$ cat src/rtl/i2s_receiver_pkg.sv
// rtl/i2s_receiver_pkg.sv - shared audio types: default word width and receiver FSM states
package i2s_receiver_pkg;

  localparam int SAMPLE_W_DEFAULT = 24;

  typedef enum logic [1:0] {
    ST_IDLE,
    ST_WAIT_LEFT,
    ST_SHIFT,
    ST_PAD
  } i2s_rx_state_e;

endpackage

$ cat src/rtl/i2s_receiver_if.sv
// rtl/i2s_receiver_if.sv - left/right sample pair handed to the consumer with valid/ready
interface i2s_receiver_if
  import i2s_receiver_pkg::*;
#(
  parameter int SAMPLE_W = SAMPLE_W_DEFAULT
);
  logic [SAMPLE_W-1:0] left_sample;
  logic [SAMPLE_W-1:0] right_sample;
  logic                sample_valid;
  logic                sample_ready;

  modport master (
    output left_sample,
    output right_sample,
    output sample_valid,
    input  sample_ready
  );

  modport slave (
    input  left_sample,
    input  right_sample,
    input  sample_valid,
    output sample_ready
  );
endinterface

$ cat src/rtl/i2s_receiver_sync_edge_detect.sv
// rtl/i2s_receiver_sync_edge_detect.sv - pin synchroniser with registered rising-edge strobe
module sync_edge_detect #(
  parameter int STAGES = 2
) (
  input  logic clk,
  input  logic reset,
  input  logic din,
  output logic rise
);
  logic [STAGES-1:0] sync_q;
  logic              prev_q;

  // The strobe is registered so pin edge to strobe is STAGES+1 cycles.
  always_ff @(posedge clk) begin
    if (reset) begin
      sync_q <= '0;
      prev_q <= 1'b0;
      rise   <= 1'b0;
    end else begin
      sync_q <= {sync_q[STAGES-2:0], din};
      prev_q <= sync_q[STAGES-1];
      rise   <= sync_q[STAGES-1] & ~prev_q;
    end
  end
endmodule

$ cat src/rtl/i2s_receiver.sv
// rtl/i2s_receiver.sv - I2S receiver: captures left/right words and offers them as a valid/ready pair
module i2s_receiver
  import i2s_receiver_pkg::*;
#(
  parameter int SAMPLE_W    = SAMPLE_W_DEFAULT,
  parameter int SYNC_STAGES = 2
) (
  input  logic           clk,
  input  logic           reset,
  input  logic           LRCLK,
  input  logic           SCLK,
  input  logic           SDIN,
  i2s_receiver_if.master smp,
  output logic           overrun,
  output logic           frame_error
);
  localparam int CNT_W = $clog2(SAMPLE_W + 1);

  i2s_rx_state_e          state_q, state_d;
  logic [SYNC_STAGES-1:0] lr_sync, sd_sync;
  logic                   strobe, lr_now, sd_now, prev_lr, lr_change, chan_q;
  logic [CNT_W-1:0]       bit_cnt;
  logic [SAMPLE_W-1:0]    shift_q, shift_next, left_hold, left_q, right_q;
  logic                   valid_q, slot_start, shift_en, word_err, word_done, pair_done;

  sync_edge_detect #(.STAGES(SYNC_STAGES)) u_sclk_edge (
    .clk  (clk),
    .reset(reset),
    .din  (SCLK),
    .rise (strobe)
  );

  always_ff @(posedge clk) begin
    if (reset) begin
      lr_sync <= '0;
      sd_sync <= '0;
    end else begin
      lr_sync <= {lr_sync[SYNC_STAGES-2:0], LRCLK};
      sd_sync <= {sd_sync[SYNC_STAGES-2:0], SDIN};
    end
  end

  assign lr_now     = lr_sync[SYNC_STAGES-1];
  assign sd_now     = sd_sync[SYNC_STAGES-1];
  assign lr_change  = lr_now != prev_lr;
  assign shift_next = {shift_q[SAMPLE_W-2:0], sd_now};
  assign word_done  = shift_en && (bit_cnt == CNT_W'(SAMPLE_W - 1));
  assign pair_done  = word_done && chan_q;

  always_comb begin
    state_d    = state_q;
    slot_start = 1'b0;
    shift_en   = 1'b0;
    word_err   = 1'b0;
    case (state_q)
      ST_IDLE: state_d = ST_WAIT_LEFT;
      // Only a right-to-left delay slot may start capture, so pairs stay aligned.
      ST_WAIT_LEFT: begin
        if (strobe && lr_change && !lr_now) begin
          slot_start = 1'b1;
          state_d    = ST_SHIFT;
        end
      end
      ST_SHIFT: begin
        if (strobe) begin
          if (lr_change) begin
            word_err = 1'b1;
            state_d  = ST_WAIT_LEFT;
          end else begin
            shift_en = 1'b1;
            if (bit_cnt == CNT_W'(SAMPLE_W - 1)) state_d = ST_PAD;
          end
        end
      end
      ST_PAD: begin
        if (strobe && lr_change) begin
          slot_start = 1'b1;
          state_d    = ST_SHIFT;
        end
      end
      default: state_d = ST_IDLE;
    endcase
  end

  always_ff @(posedge clk) begin
    if (reset) begin
      state_q     <= ST_IDLE;
      prev_lr     <= 1'b0;
      chan_q      <= 1'b0;
      bit_cnt     <= '0;
      shift_q     <= '0;
      left_hold   <= '0;
      left_q      <= '0;
      right_q     <= '0;
      valid_q     <= 1'b0;
      overrun     <= 1'b0;
      frame_error <= 1'b0;
    end else begin
      state_q <= state_d;
      if (strobe) prev_lr <= lr_now;
      if (slot_start) begin
        chan_q  <= lr_now;
        bit_cnt <= '0;
        shift_q <= '0;
      end
      if (shift_en) begin
        shift_q <= shift_next;
        bit_cnt <= bit_cnt + CNT_W'(1);
      end
      if (word_err) begin
        frame_error <= 1'b1;
        shift_q     <= '0;
        bit_cnt     <= '0;
        left_hold   <= '0;
      end
      if (word_done && !chan_q) left_hold <= shift_next;
      // A completing pair always wins over acceptance; overrun only if the old pair was never taken.
      if (pair_done) begin
        left_q  <= left_hold;
        right_q <= shift_next;
        valid_q <= 1'b1;
        if (valid_q && !smp.sample_ready) overrun <= 1'b1;
      end else if (valid_q && smp.sample_ready) begin
        valid_q <= 1'b0;
      end
    end
  end

  assign smp.left_sample  = left_q;
  assign smp.right_sample = right_q;
  assign smp.sample_valid = valid_q;
endmodule

$ cat src/flat_wrapper.sv
// flat-port wrapper written by rule: the top's interface ports become plain ports
module i2s_receiver_flat import i2s_receiver_pkg::*;
#(
  parameter int SAMPLE_W    = SAMPLE_W_DEFAULT,
  parameter int SYNC_STAGES = 2
)
  (clk, reset, LRCLK, SCLK, SDIN, overrun, frame_error, smp_left_sample, smp_right_sample, smp_sample_valid, smp_sample_ready);
  i2s_receiver_if #(.SAMPLE_W(SAMPLE_W)) smp_i ();
  input  logic clk;
  input  logic reset;
  input  logic LRCLK;
  input  logic SCLK;
  input  logic SDIN;
  output logic overrun;
  output logic frame_error;
  output wire logic [$bits(smp_i.left_sample)-1:0] smp_left_sample;
  output wire logic [$bits(smp_i.right_sample)-1:0] smp_right_sample;
  output wire logic [$bits(smp_i.sample_valid)-1:0] smp_sample_valid;
  input wire logic [$bits(smp_i.sample_ready)-1:0] smp_sample_ready;
  assign smp_left_sample = smp_i.left_sample;
  assign smp_right_sample = smp_i.right_sample;
  assign smp_sample_valid = smp_i.sample_valid;
  assign smp_i.sample_ready = smp_sample_ready;
  i2s_receiver #(.SAMPLE_W(SAMPLE_W), .SYNC_STAGES(SYNC_STAGES)) u_core (.clk(clk), .reset(reset), .LRCLK(LRCLK), .SCLK(SCLK), .SDIN(SDIN), .smp(smp_i), .overrun(overrun), .frame_error(frame_error));
endmodule
$ cat config.mk
export PLATFORM = sky130hd
export DESIGN_NAME = i2s_receiver_flat
export DESIGN_NICKNAME = d
export VERILOG_FILES = /design/src/rtl/i2s_receiver_pkg.sv /design/src/rtl/i2s_receiver_if.sv /design/src/rtl/i2s_receiver_sync_edge_detect.sv /design/src/rtl/i2s_receiver.sv /design/src/flat_wrapper.sv
export SDC_FILE = /design/constraint.sdc
export NUM_CORES = 1
export LEC_CHECK = 0
export ABC_AREA = 1
export ABC_CLOCK_PERIOD_IN_PS = 3400
export CAP_MARGIN = 10
export CORE_UTILIZATION = 60
export CTS_BUF_LIST = sky130_fd_sc_hd__clkbuf_4 sky130_fd_sc_hd__clkbuf_8
export CTS_CLUSTER_SIZE = 16
export DETAILED_ROUTE_END_ITERATION = 10
export DONT_BUFFER_PORTS = 1
export PLACE_DENSITY = 0.76
export RECOVER_POWER = 100
export SLEW_MARGIN = 20
export SYNTH_ARGS = -nofsm -noshare
export SYNTH_HDL_FRONTEND = slang
export SYNTH_HIERARCHICAL = 1
export SYNTH_SLANG_ARGS = --single-unit
export TNS_END_PERCENT = 5
$ cat constraint.sdc
create_clock -name clk -period 3.4 [get_ports clk]
set_clock_uncertainty 0.2 [all_clocks]
set_input_delay 0.51 -clock clk [delete_from_list [all_inputs] [get_ports clk]]
set_output_delay 0.51 -clock clk [all_outputs]
set_load 0.01 [all_outputs]
Yosys cells after proc, flatten, opt, wreduce, memory -nomap -nowiden
Index checks and enable logic that the tools add are counted.

Input port bits: 6. Output and inout port bits: 51. Register bits: 115. Word-level logic and storage cells: 68.

Bitwise gates (word level): 2. Mux-type cells: 23. $add $sub $neg: 1. Reduce and logical (&&, ||, !) cells: 17. Equal/unequal tests: 9.

Operator list (number): 24-bit 2-to-1 mux (2); 23-bit 2-to-1 mux (2); 1-bit 2-to-1 mux (10); 2-bit 2-to-1 mux (5); 5-bit 2-to-1 mux (2); 2-bit case mux with 4 select lines (1); 1-bit logical AND (7); 2-bit nonzero test (3); 5-bit by 1-bit adder with 5-bit output, second input constant (1); 5-bit == test, second input constant (1); 2-bit == test, second input constant (2); 2-bit by 1-bit inequality test with 1-bit output, second input constant (2); 4-bit AND reduction (1); 1-bit zero test (3); 3-bit by 1-bit inequality test with 1-bit output, second input constant (1); 2-bit by 1-bit == test with 1-bit output, second input constant (1); 2-bit zero test (1); 2-bit inequality test, second input constant (1); 1-bit case mux with 2 select lines (1); 2-bit AND reduction (1); 2-bit OR reduction (1); 1-bit bitwise AND (1); 1-bit inequality test (1); 1-bit inverter (1).

Longest topological paths before layout
Depth in word-level cells: 7. Mapped depth: 9. Gate-level depth less buffers: 8.

Hierarchy
The synthesis kept the hierarchy.

By module, submodules not included: i2s_receiver (area an instance 4403.0 µm², seq. area each 2222.1 µm², cells each 529, instances 1); sync_edge_detect (area an instance 115.1 µm², seq. area each 80.1 µm², cells each 12, instances 1).

Least setup slack after synthesis
No wires, ideal clock.

Path type: reg2reg. Start point: reg u_core.bit_cnt[0]. End point: reg u_core.left_hold[14]. Library setup time: 70 ps. Path buffers: 2. Clock period less this slack: 1618 ps. Slack: 1782 ps. Arrival: 1347 ps. Stages on the path, launching flop included: 8. Required time: 3130 ps. Path through: dfxtp_1 ha_1 nand2_1 nor2_2 buf_2 buf_2 nand4_1 a21oi_1.

Word-level cells in the longest chain between the ends: 4. Elaborated cells between the ends (all ways): 5. Classes of those cells: eq/ne: 1; mux: 1; reduce/logical: 3.

RTL lines: start, declared (line i2s_receiver.sv:22) `logic [CNT_W-1:0] bit_cnt;`; start signal, assigned (line i2s_receiver.sv:108) `bit_cnt <= bit_cnt + CNT_W'(1);`; 5-bit == test (*) (line i2s_receiver.sv:47) `assign word_done = shift_en && (bit_cnt == CNT_W'(SAMPLE_W - 1));`; 1-bit logical AND (*) (line i2s_receiver.sv:47); 1-bit logical AND (*) (line i2s_receiver.sv:116) `if (word_done && !chan_q) left_hold <= shift_next;`; 24-bit 2-to-1 mux or 2-bit nonzero test (tied branches); end signal, assigned (line i2s_receiver.sv:116); end, declared (line i2s_receiver.sv:23) `logic [SAMPLE_W-1:0] shift_q, shift_next, left_hold, left_q, right_q;`.

Every way passes the cells marked *; elsewhere a longest branch is shown, timed or not. A chain may end at the register's enable or synchronous reset.

Final worst setup path
Start point: reg u_core.bit_cnt[0]. End point: reg u_core.left_hold[3].

The elaborated chain is that of the path after synthesis.

==> results.md <==
- Area Growth Syn to Fin: 5.12%
- Seq pwr share: 0.523
- Failing checks: capacitance limit, slew limit
- Clock latency on the worst-skew pair: 0.42 ns
- Met1 Track Usage GR: 0.394
- Final Power: 2.59 mW
- Arr. time, crit path: 2.70 ns
- Commonest non-fill, non-tap cell in the layout: dfxtp_1
- YS warnings: 6
- Critical path endpoint category: flop
- Cts repair resizes: 0
- Worst Path Max Fanout: 75
- CTS tree: yes
- Final-stage net count: 526
- Grt met2 use: 0.349
- Met3 usage: 0.0756
- Final hold violation count: 0
- Clock Sinks: 115
- Clock slew at reported path FFs: 0.07 ns
- GRT Total Usage: 0.261
- Final min period: 2.67 ns
- GR Overflow Total: 0
- Yosys cell types: 24
- Residual DRC count: 0
- Crit share post-route: 0.786
- Vias per std cell: 5.91
- Routed vias: 3722
- I/O Buffers: 0
- Leak: 1.52 nW
- Max-slew violation count: 83
- Seq/Total Area, Yosys: 0.510
- Initial antenna violation count: 0
- DRT iter0 DRCs: 312
- Vias in the first global route: 3164
- Post-synth EDFFs: 0
- Ys async rst share: 0
- Switching share of power: 0.215
- Critical path class: reg2reg
- Worst hold-check path type: in2reg
- First-pass DRT Iterations: 5
- Post-synthesis mux area share: 0
- Boundary pin count: 57
- Hold WS: 0.0329 ns
- Routed Wire Length: 9680 microns
- Synth Instances: 541
- Die Wd: 88.8 microns
- XOR/XNOR share of the synthesized area: 0.00388
- GPL Wtd Cong: 0.815
- FF+latch count, synth: 115
- Antenna Cells: 0
- Power density cells: 546 nW/um^2
- Max VDD drop: 0.325 mV
- Clock power frac: 0.463
- Row count: 31
- Core Box Area: 7250 sq um
- Post-Syn Nets: 548
- Total CTS buffers: 17
- Max H-tree Level: 4
- RSZ-0062 raised after global routing: false
- NetSw: 0.559 mW
- DIE AREA: 7880 sq um
- Setup TNS: 0 ns
- Die Ht: 88.8 microns
- Antenna viol nets, final: 0
- First-pass GRT wire length: 15600 microns
- F_max: 0.374 GHz
- Slew @ Worst Pin: 1.57 ns
- Most used routing layer: met1
- Commonest register cell after synthesis: dfxtp_1
- # fillers: 618
- Simple-Gate Fraction of Synth Area: 0.266
- Mapped cell area: 4520 sq um
- Pint: 2.04 mW
- Finish-stage setup viols: 0
- Logic pwr share: 0.014
- Largest family of logic cells by synthesized area: simple AND/OR/NAND/NOR gates
- Area share of fa/ha/maj cells after synthesis: 0.00277
- Startpoint types: flop
- Status: complete, but fails checks
- Share of cells above drive strength 1: 0.0866
- Mapped Avg Cell Area: 8.35 sq um
- Most frequent cells in the layout: dfxtp_1, a21oi_1, nand2_1
- Setup bufs post-CTS: 0
- Final HPWL DP: 5710 microns
- WL/cell: 15.4 microns
- Max Cap Viol: 1
- Worst slew margin: -0.0436
- Critical Path RT: 3.43 ns
- Largest net degree at the start of global routing: 83
- Starting Density: 0.623
- Clock buffer depth: 2
- Root buf cell: clkbuf_8
- Compound-cell area share of the yosys netlist: 0.121
==> flip-flops by register name (all words and copies together), names as in the netlist <==
| name | flops |
|---|---|
| u_core/bit_cnt | 5 |
| u_core/chan_q | 1 |
| u_core/frame_error | 1 |
| u_core/left_hold | 24 |
| u_core/lr_sync | 2 |
| u_core/overrun | 1 |
| u_core/prev_lr | 1 |
| u_core/sd_sync | 2 |
| u_core/shift_q | 23 |
| u_core/smp.left_sample | 24 |
| u_core/smp.right_sample | 24 |
| u_core/smp.sample_valid | 1 |
| u_core/state_q | 2 |
| u_core/u_sclk_edge/prev_q | 1 |
| u_core/u_sclk_edge/rise | 1 |
| u_core/u_sclk_edge/sync_q | 2 |
==> timing repair <==
action,4_1_cts,5_1_grt
setup endpoints to repair,0,0
hold endpoints to repair,82,0
hold buffers,4,0
==> path summary, 6_finish.rpt <==
| path | slack [ns] | depth (start not counted) | end | startpoint |
|---|---|---|---|---|
| worst max register to register | 0.73 | 8 | u_core/left_hold[3] | u_core/bit_cnt[0] |
| worst min register to register | 0.20 | 1 | u_core/u_sclk_edge/rise | u_core/u_sclk_edge/prev_q |
| worst min-delay path | 0.03 | 3 | u_core/u_sclk_edge/rise | reset |
| worst max-delay path | 0.73 | 8 | u_core/left_hold[3] | u_core/bit_cnt[0] |
==> logic make-up (layout without fill, tap and decap cells) <==
group	Yosys count	in the layout
AO/OA/AOI/OAI	109	109
XOR/XNOR	2	2
adder cells (fa/ha/maj)	1	1
buffers and inverters	75	65
flip-flops	115	115
AND/OR/NAND/NOR	239	239
==> critical path: stages (launching register included) <==
cell      delay (ns)
dfxtp_1         0.37
ha_1            0.18
nand2_1         0.11
nor2_4          0.13
buf_4           0.56
nand4_1         0.16
clkbuf_1        0.45
nand3_1         0.22
a21oi_1         0.09
==> power groups by stage <==
stage | Combinational [mW] | Sequential [mW] | Clock (mW)
2_1_floorplan | 0.0298 | 1.38 | 0
3_3_place_gp | 0.0186 | 1.39 | 0
5_1_grt | 0.0402 | 1.36 | 1.28
4_1_cts | 0.0393 | 1.36 | 1.22
3_5_place_dp | 0.0189 | 1.39 | 0
6_report | 0.0357 | 1.36 | 1.20
==> per-stage QoR <==
stage	cell area, sq um	utilization	std cells	setup WS [ns]
floorplan	4520	-	541	1.78
detailed placement	4360	0.601	595	1.13
global route	4750	0.655	630	0.437
global placement	4360	0.601	595	1.16
CTS	4800	0.662	630	1.10
finish	4750	0.655	630	0.726
==> synth_stat cells (2+ instances only) <==
cell / n / area share
inv_1: 18 / 0.015
buf_8: 9 / 0.030
buf_6: 3 / 0.0075
nand3_1: 59 / 0.065
a21oi_1: 107 / 0.12
dfxtp_1: 115 / 0.51
nand2_2: 4 / 0.0055
nor2_2: 2 / 0.0028
nand2_1: 83 / 0.069
nor3_1: 2 / 0.0022
nand4_1: 74 / 0.10
inv_2: 2 / 0.0017
buf_2: 22 / 0.024
o21ai_0: 2 / 0.0022
xor2_1: 2 / 0.0039
nor2_1: 10 / 0.0083
clkbuf_1: 19 / 0.016
nand3_2: 2 / 0.0044
==> area by class of cell <==
class	instances	area, sq um	share of cell area
Clock buffer	23	310	0.0653
Clock inverter	8	76.3	0.0161
Inverter	21	78.8	0.0166
Multi-Input combinational cell	351	1760	0.371
Sequential cell	115	2300	0.485
Tap cell	99	124	0.0261
Timing Repair Buffer	13	95.1	0.0200
==> per-layer routing <==
layer / share of wire / wire (microns) / up-vias
li1: - / - / 1852
met1: 0.48 / 4620 / 1721
met2: 0.44 / 4250 / 139
met3: 0.074 / 717 / 10
met4: 0.0088 / 85 / 0
met5: 0 / 0 / -
Power figures use the tool's default switching activity.
